<file path="src/rtl/nar_pkg.sv">
// ============================================================================
// Module : nar_pkg
// Shared FSM encoding, default Q-format widths and saturation bounds for the
// neuron accumulator sequencer.
// Rev    : 1.0  initial release
// ============================================================================
`default_nettype none

package nar_pkg;

  localparam int N_DEF = 10;
  localparam int Q_DEF = 9;

  typedef logic [2:0] nar_state_t;

  localparam logic [2:0] ST_IDLE  = 3'd0;
  localparam logic [2:0] ST_CLEAR = 3'd1;
  localparam logic [2:0] ST_MAC   = 3'd2;
  localparam logic [2:0] ST_BIAS  = 3'd3;
  localparam logic [2:0] ST_DRAIN = 3'd4;
  localparam logic [2:0] ST_DONE  = 3'd5;

  localparam logic signed [N_DEF-1:0] SAT_MAX_DEF = 10'sd511;
  localparam logic signed [N_DEF-1:0] SAT_MIN_DEF = -10'sd512;

endpackage

`default_nettype wire

</file>
<file path="src/rtl/neuron_mac_sequencer_qmul_sat.sv">
// ============================================================================
// Module : qmul_sat
// Combinational signed N x N Q-format multiply: full product, arithmetic
// shift right by Q (floor), then saturate to the signed N-bit range.
// Rev    : 1.0  initial release
// ============================================================================
`default_nettype none

module qmul_sat
  import nar_pkg::*;
#(
  parameter int N = N_DEF,
  parameter int Q = Q_DEF
) (
  input  logic signed [N-1:0] i_a,
  input  logic signed [N-1:0] i_b,
  output logic signed [N-1:0] o_p
);

  localparam int W2 = 2 * N;
  localparam logic signed [W2-1:0] c_MAX = {{(N+1){1'b0}}, {(N-1){1'b1}}};
  localparam logic signed [W2-1:0] c_MIN = {{(N+1){1'b1}}, {(N-1){1'b0}}};

  logic signed [W2-1:0] w_a;
  logic signed [W2-1:0] w_b;
  logic signed [W2-1:0] w_full;
  logic signed [W2-1:0] w_shr;

  // Operands are widened first so the product is exact in 2N bits.
  assign w_a    = W2'(i_a);
  assign w_b    = W2'(i_b);
  assign w_full = w_a * w_b;
  assign w_shr  = w_full >>> Q;

  assign o_p = (w_shr > c_MAX) ? c_MAX[N-1:0] :
               (w_shr < c_MIN) ? c_MIN[N-1:0] : w_shr[N-1:0];

endmodule

`default_nettype wire

</file>
<file path="src/rtl/neuron_mac_sequencer.sv">
// ============================================================================
// Module : neuron_mac_sequencer
// Sequences one neuron evaluation over an external accumulator: fetches
// (x, w) pairs, strobes Q-format products, returns the sum on valid/ready.
// Optional feature macro: NEURON_BIAS_EN (adds b_data port and BIAS state).
// Rev    : 1.0  initial release
// ============================================================================
`default_nettype none

module neuron_mac_sequencer
  import nar_pkg::*;
#(
  parameter int N          = N_DEF,
  parameter int Q          = Q_DEF,
  parameter int NUM_INPUTS = 8,
  parameter int ADDR_W     = $clog2(NUM_INPUTS) + 1
) (
  input  logic              clk,
  input  logic              rst,
  input  logic              start,
  output logic              start_rdy,
  output logic              mem_en,
  output logic [ADDR_W-1:0] mem_addr,
  input  logic [N-1:0]      x_data,
  input  logic [N-1:0]      w_data,
`ifdef NEURON_BIAS_EN
  input  logic [N-1:0]      b_data,
`endif
  output logic              acc_rst,
  output logic              acc_add,
  output logic [N-1:0]      acc_a,
  input  logic [N-1:0]      acc_out,
  output logic              out_valid,
  input  logic              out_ready,
  output logic [N-1:0]      out_data
);

  localparam logic [ADDR_W-1:0] c_LAST = ADDR_W'(NUM_INPUTS - 1);
  localparam logic [ADDR_W-1:0] c_NUM  = ADDR_W'(NUM_INPUTS);

  nar_state_t        r_state;
  logic [ADDR_W-1:0] r_k;
  logic [ADDR_W-1:0] w_k_next;
  logic              w_more;
  logic [N-1:0]      r_out_data;
  logic [N-1:0]      w_prod;

  assign w_k_next = r_k + ADDR_W'(1);
  assign w_more   = (w_k_next < c_NUM);

  qmul_sat #(
    .N (N),
    .Q (Q)
  ) u_qmul_sat (
    .i_a (x_data),
    .i_b (w_data),
    .o_p (w_prod)
  );

  always_ff @(posedge clk or negedge rst) begin
    if (!rst) begin
      r_state    <= ST_IDLE;
      r_k        <= '0;
      r_out_data <= '0;
    end else begin
      case (r_state)
        ST_IDLE: begin
          if (start) r_state <= ST_CLEAR;
        end
        ST_CLEAR: begin
          r_k     <= '0;
          r_state <= ST_MAC;
        end
        ST_MAC: begin
          r_k <= w_k_next;
          if (r_k == c_LAST) begin
`ifdef NEURON_BIAS_EN
            r_state <= ST_BIAS;
`else
            r_state <= ST_DRAIN;
`endif
          end
        end
`ifdef NEURON_BIAS_EN
        ST_BIAS: begin
          r_state <= ST_DRAIN;
        end
`endif
        ST_DRAIN: begin
          r_out_data <= acc_out;
          r_state    <= ST_DONE;
        end
        ST_DONE: begin
          if (out_ready) r_state <= ST_IDLE;
        end
        default: r_state <= ST_IDLE;
      endcase
    end
  end

  // Strobes decode from state so an async reset clears them immediately.
  always_comb begin
    start_rdy = (r_state == ST_IDLE);
    mem_en    = 1'b0;
    mem_addr  = '0;
    acc_rst   = 1'b0;
    acc_add   = 1'b0;
    acc_a     = '0;
    out_valid = 1'b0;
    case (r_state)
      ST_CLEAR: begin
        acc_rst = 1'b1;
        mem_en  = 1'b1;
      end
      ST_MAC: begin
        acc_add = 1'b1;
        acc_a   = w_prod;
        if (w_more) begin
          mem_en   = 1'b1;
          mem_addr = w_k_next;
        end
      end
`ifdef NEURON_BIAS_EN
      ST_BIAS: begin
        acc_add = 1'b1;
        acc_a   = b_data;
      end
`endif
      ST_DONE: out_valid = 1'b1;
      default: ;
    endcase
  end

  assign out_data = r_out_data;

endmodule

`default_nettype wire
</file>
<file path="config.mk">
export PLATFORM = sky130hd
export DESIGN_NAME = neuron_mac_sequencer
export DESIGN_NICKNAME = d
export VERILOG_FILES = /design/src/rtl/nar_pkg.sv /design/src/rtl/neuron_mac_sequencer_qmul_sat.sv /design/src/rtl/neuron_mac_sequencer.sv
export SDC_FILE = /design/constraint.sdc
export NUM_CORES = 1
export LEC_CHECK = 0
export ABC_AREA = 1
export BUFFER_PORTS_ARGS = -buffer_cell sky130_fd_sc_hd__buf_2
export CELL_PAD_IN_SITES_DETAIL_PLACEMENT = 0
export CELL_PAD_IN_SITES_GLOBAL_PLACEMENT = 1
export CORE_MARGIN = 3
export CORE_UTILIZATION = 25
export DETAILED_ROUTE_END_ITERATION = 6
export GPL_ROUTABILITY_DRIVEN = 1
export PLACE_DENSITY = 0.49
export SETUP_SLACK_MARGIN = 0.3
export SYNTH_ARGS = -nofsm -noshare
export SYNTH_HDL_FRONTEND = slang
export SYNTH_SLANG_ARGS = --single-unit
</file>
<file path="constraint.sdc">
create_clock -name clk -period 6.95 [get_ports clk]
set_input_delay 0.695 -clock clk [delete_from_list [all_inputs] [get_ports clk]]
set_output_delay 0.695 -clock clk [all_outputs]
set_load 0.1 [all_outputs]
</file>
; After elaboration in Yosys (flattened, before gate mapping)
; Cells that the tools add are included.
[totals]
input_bits = 34
register_bits = 17
output_inout_bits = 29
[classes]
reduce_logical = 3
eq_ne = 8
n_addsub = 1
muxes = 15
n_mul = 1
n_lt_le_gt_ge = 3
[op_table]
columns = operator, n
row1 = $mux W10, 3
row2 = $mul A10 B10 Y20, 1
row3 = $pmux W3 S5, 1
row4 = $gt A11 B10 Y1 const B, 1
row5 = $lt A11 B10 Y1 const B, 1
row6 = $mux W3, 3
row7 = $mux W4, 2
row8 = $pmux W4 S2, 1
row9 = $eq A3 B3 Y1 const B, 2
row10 = $ne A2 B2 Y1 const B, 3
row11 = $add A4 B1 Y4 const B, 1
row12 = $eq A4 B3 Y1 const B, 1
row13 = $lt A4 B4 Y1 const B, 1
row14 = $mux W1, 4
row15 = $eq A3 B1 Y1 const B, 1
row16 = $eq A3 B2 Y1 const B, 1
row17 = $logic_not A3 Y1, 1
row18 = $reduce_and A3 Y1, 1
row19 = $pmux W1 S2, 1
row20 = $reduce_bool A2 Y1, 1

; Logic depth before layout (Yosys ltp)
[depth]
word_depth = 5
ltp_mapped = 26

; Modules after synthesis
; From an unflattened synthesis, not the netlist that was laid out.
[hier_totals]
hier_cells = 703
area_unflattened_um2 = 5246.3
[modules_own_cells]
columns = module, area_per_inst_um2, cells_each, n_inst
row1 = qmul_sat, 4327.9, 584, 1
row2 = neuron_mac_sequencer, 918.4, 119, 1

; Worst setup path before layout
; OpenSTA, ideal clock, no wires.
[synth_timing]
path_kind = input to output
from = in x_data[9]
to = out acc_a[9]
required_ns = 6.255
slack_ns = -0.171
cell_stages = 18
n_path_buf = 1
arrival_ns = 6.426
cell_sequence = clkbuf_1 -> nand2_1 -> inv_1 -> fa_1 -> fa_1 -> inv_1 -> fa_1 -> inv_1 -> fa_1 -> fa_1 -> ha_1 -> a21oi_1 -> o21bai_1 -> a21oi_1 -> nand2_4 -> nand2_4 -> nand2_4 -> nor2_1
[synth_via]
elab_chain_len = 5
[synth_lines]
columns = item, line_no
row1 = "start, declared", neuron_mac_sequencer.sv:24  ; input logic [N-1:0] x_data,
row2 = $mul A10 B10 Y20 (*), neuron_mac_sequencer_qmul_sat.sv:32  ; assign w_full = w_a * w_b;
row3 = $lt A11 B10 Y1, neuron_mac_sequencer_qmul_sat.sv:36  ; (w_shr < c_MIN) ? c_MIN[N-1:0] : w_shr[N-1:0];
row4 = $mux W10, neuron_mac_sequencer_qmul_sat.sv:36
row5 = $mux W10 (*), neuron_mac_sequencer_qmul_sat.sv:35  ; assign o_p = (w_shr > c_MAX) ? c_MAX[N-1:0] :
row6 = $mux W10 (*), neuron_mac_sequencer.sv:110  ; case (r_state)
row7 = "end, declared", neuron_mac_sequencer.sv:31  ; output logic [N-1:0] acc_a,
; Mark *: on every way between the ends. The rest lies on a longest branch, timed or not.

; Worst setup path after layout
[layout_timing]
from = in w_data[9]
to = out acc_a[1]
[layout_via]
elab_chain_len = 5
[layout_lines]
columns = item, line_no
row1 = "start, declared", neuron_mac_sequencer.sv:25  ; input logic [N-1:0] w_data,
row2 = $mul A10 B10 Y20 (*), neuron_mac_sequencer_qmul_sat.sv:32
row3 = $lt A11 B10 Y1, neuron_mac_sequencer_qmul_sat.sv:36
row4 = $mux W10, neuron_mac_sequencer_qmul_sat.sv:36
row5 = $mux W10 (*), neuron_mac_sequencer_qmul_sat.sv:35
row6 = $mux W10 (*), neuron_mac_sequencer.sv:110
; Marks and branches as above.

==> impl_metrics.py <==
metrics = {
    "clock_tree": {
        "cts_buffers": 3,
        "clk_path_buf_depth": 2,
        "root_buffer": "clkbuf_16",
        "cts_tree": "yes",
        "h-tree-depth": 1,
        "clk_pin_slew_worst_paths_ns": 0.05,
        "cts.sinks": 17,
        "clock_latency_ns": 0.24,
    },
    "sta": {
        "hold_slack_ns": 0.364,
        "fin_worst_skew_ns": 0.00358,
        "setup_tns_ns": 0,
        "tightest_slew_ns": 0.627,
        "rsz0062_at_grt": "yes",
        "fin_crit_ns": 6.40,
        "drv_slew": 0,
        "report.final.hold_viol_count": 0,
        "relSlewSlack_pct": 58.1,
        "fmax_ghz": 0.156,
        "fin_crit_sh_pct": 92.1,
        "finalSetupViolations": 0,
    },
    "yosys": {
        "ys_seq_elements": 17,
        "yosysWarnings": 0,
        "synth_edf_count": 0,
        "synth_area_sq_um": 5170,
        "avgSynthCellArea_sq_um": 7.75,
        "synth_ff_type": "dfrtp_1",
        "async_flop_share_pct": 100,
        "synth_nets": 838,
        "netlist_instances": 667,
        "ys_types": 38,
        "ys_seq_area_share_pct": 8.23,
    },
    "global_routing": {
        "antenna_found_initial": 0,
        "grt_util_all_layers_pct": 11.6,
        "grt_pass1_vias": 4684,
        "grt_pass1_wl_mm": 21.6,
        "grt_max_degree": 18,
        "grt-ovfl-total": 0,
    },
    "detailed_routing": {
        "drt_iter0_markers": 101,
        "routed-via-count": 4225,
        "final_antenna_net_count": 0,
        "drcViolationCount": 0,
        "avgRoutedWirePerCell_microns": 12.4,
        "vias_per_cell": 4.30,
        "wl_mm": 12.2,
        "first_pass_iters": 4,
    },
    "finish": {
        "final_cell_mix": "inv_1 (179), nand2_1 (150), fa_1 (87), buf_2 (47), ha_1 (41)",
        "area_growth_pct": 18.8,
        "fin_util_pct": 30.9,
        "antenna-diode-count": 0,
        "finalNonFillerCells": 982,
        "fillers": 2220,
        "num-nets-final": 889,
        "drive_gt1_share_pct": 21.6,
        "mostFrequentLayoutCell": "inv_1",
    },
    "hold_path": {
        "hp-class": "in2async",
    },
    "critical_path": {
        "startpoint_type": "primary input",
        "endpoint_kind": "output pin",
        "cp_data_arrival_time_ns": 5.71,
        "cp.required_ns": 6.25,
        "rr_endpoint": "r_state[2]",
        "cp_max_fo": 9,
        "r2r-start": "r_state[2]",
        "crit_type": "in2out",
        "reg2reg_depth": 7,
        "rrSetupSlack_ns": 5.04,
    },
    "placed_design": {
        "port-buffer-count": 61,
        "dp_cells": 973,
        "gp_congestion": 0.776,
        "place.detailed.hpwl_mm": 11.0,
    },
    "floorplanning": {
        "pin_count": 63,
        "initial_utilization_pct": 26.0,
        "core-area_sq_um": 19900,
        "die_h_microns": 150,
        "dieArea_sq_um": 22400,
        "dieWidth_microns": 150,
        "rows": 51,
    },
    "run": {
        "drv_cap": 0,
    },
    "status": {
        "outcome": "complete, no violations",
    },
}
per-layer routing:
layer	vias up	global-route usage (%)	part of all wire, %
li1	2049	-	-
met5	-	0	0
met1	2106	14.9	44
met2	60	22.1	53
met4	0	1.24	1.1
met3	10	0.515	2.4
cell type report:
class | count | area (sq um) | share of cell area [%]
multi-input combinational | 445 | 4100 | 66.7
sequential | 17 | 425 | 6.92
timing repair buffer | 68 | 518 | 8.43
inverter | 183 | 691 | 11.2
clock buffer | 4 | 78.8 | 1.28
tap | 265 | 332 | 5.40
registers in the layout, indices dropped and copies added, names as in the netlist:
register / flops
r_k: 4
out_data: 10
r_state: 3
cells by family (layout without fill, tap and decap cells):
kind of cell | Yosys count | in the layout | synth area share (%)
AND/OR/NAND/NOR | 250 | 250 | 22.1
buffers and inverters | 205 | 255 | 15.7
adder cells (fa/ha/maj) | 137 | 137 | 46.2
AO/OA/AOI/OAI | 39 | 39 | 4.16
flip-flops | 17 | 17 | 8.23
multiplexers | 10 | 10 | 2.18
XOR/XNOR | 8 | 8 | 1.36
other | 1 | 1 | 0.0725
worst max-delay path by stage:
stage / cells past startpoint / endpoint / slack [ns] / startpoint
finish: 23 / acc_a[1] / 0.55 / w_data[9]
global route: 21 / acc_a[6] / 0.26 / w_data[9]
CTS: 23 / acc_a[8] / 0.34 / w_data[9]
detailed placement: 19 / acc_a[3] / 0.27 / w_data[1]
global placement: 19 / acc_a[2] / 0.36 / w_data[1]
floorplan: 18 / acc_a[1] / 0.26 / x_data[9]
through the flow:
| stage | worst slack (ns) | area, sq um |
|---|---|---|
| after CTS | 0.342 | 5920 |
| after global placement | 0.361 | 5840 |
| after global routing | 0.258 | 6140 |
| final | 0.549 | 6140 |
| after detailed placement | 0.271 | 5840 |
| after floorplan | 0.258 | 5180 |
worst max-delay path: stages:
cell	delay (ns)
buf_2	0.10
clkinvlp_4	0.11
or2_2	0.30
fa_1	0.51
fa_1	0.55
inv_1	0.07
fa_1	0.50
fa_1	0.54
inv_1	0.05
fa_1	0.53
inv_1	0.06
ha_4	0.26
a21oi_2	0.16
o21a_1	0.22
nand2_4	0.08
nand2_2	0.08
nand3_1	0.12
nand2_4	0.12
inv_2	0.05
nand3_4	0.12
nand3_1	0.14
nand2_4	0.14
buf_12	0.18
cells in the mapped netlist (6+ instances only):
cell type / instances / area [sq um]
inv_1: 181 / 679
nand2_1: 164 / 616
fa_1: 90 / 1800
ha_1: 47 / 588
nor2_1: 24 / 90.1
nand3_1: 22 / 110
a21oi_1: 17 / 85.1
dfrtp_1: 17 / 425
clkbuf_1: 16 / 60.1
o21ai_0: 15 / 75.1
mux2_2: 10 / 113
nand2_2: 9 / 56.3
nand2_4: 8 / 90.1
xor2_1: 6 / 52.6
repair_timing:
action                     4_1_cts  5_1_grt
setup endpoints to repair       10       10
resized for setup                1       54
hold buffers                     0        0
setup buffers                    0        5
pin swaps                        0       11
Power is not shown: default switching activity piles up to over one toggle a cycle in this logic, so the estimate is an artifact.
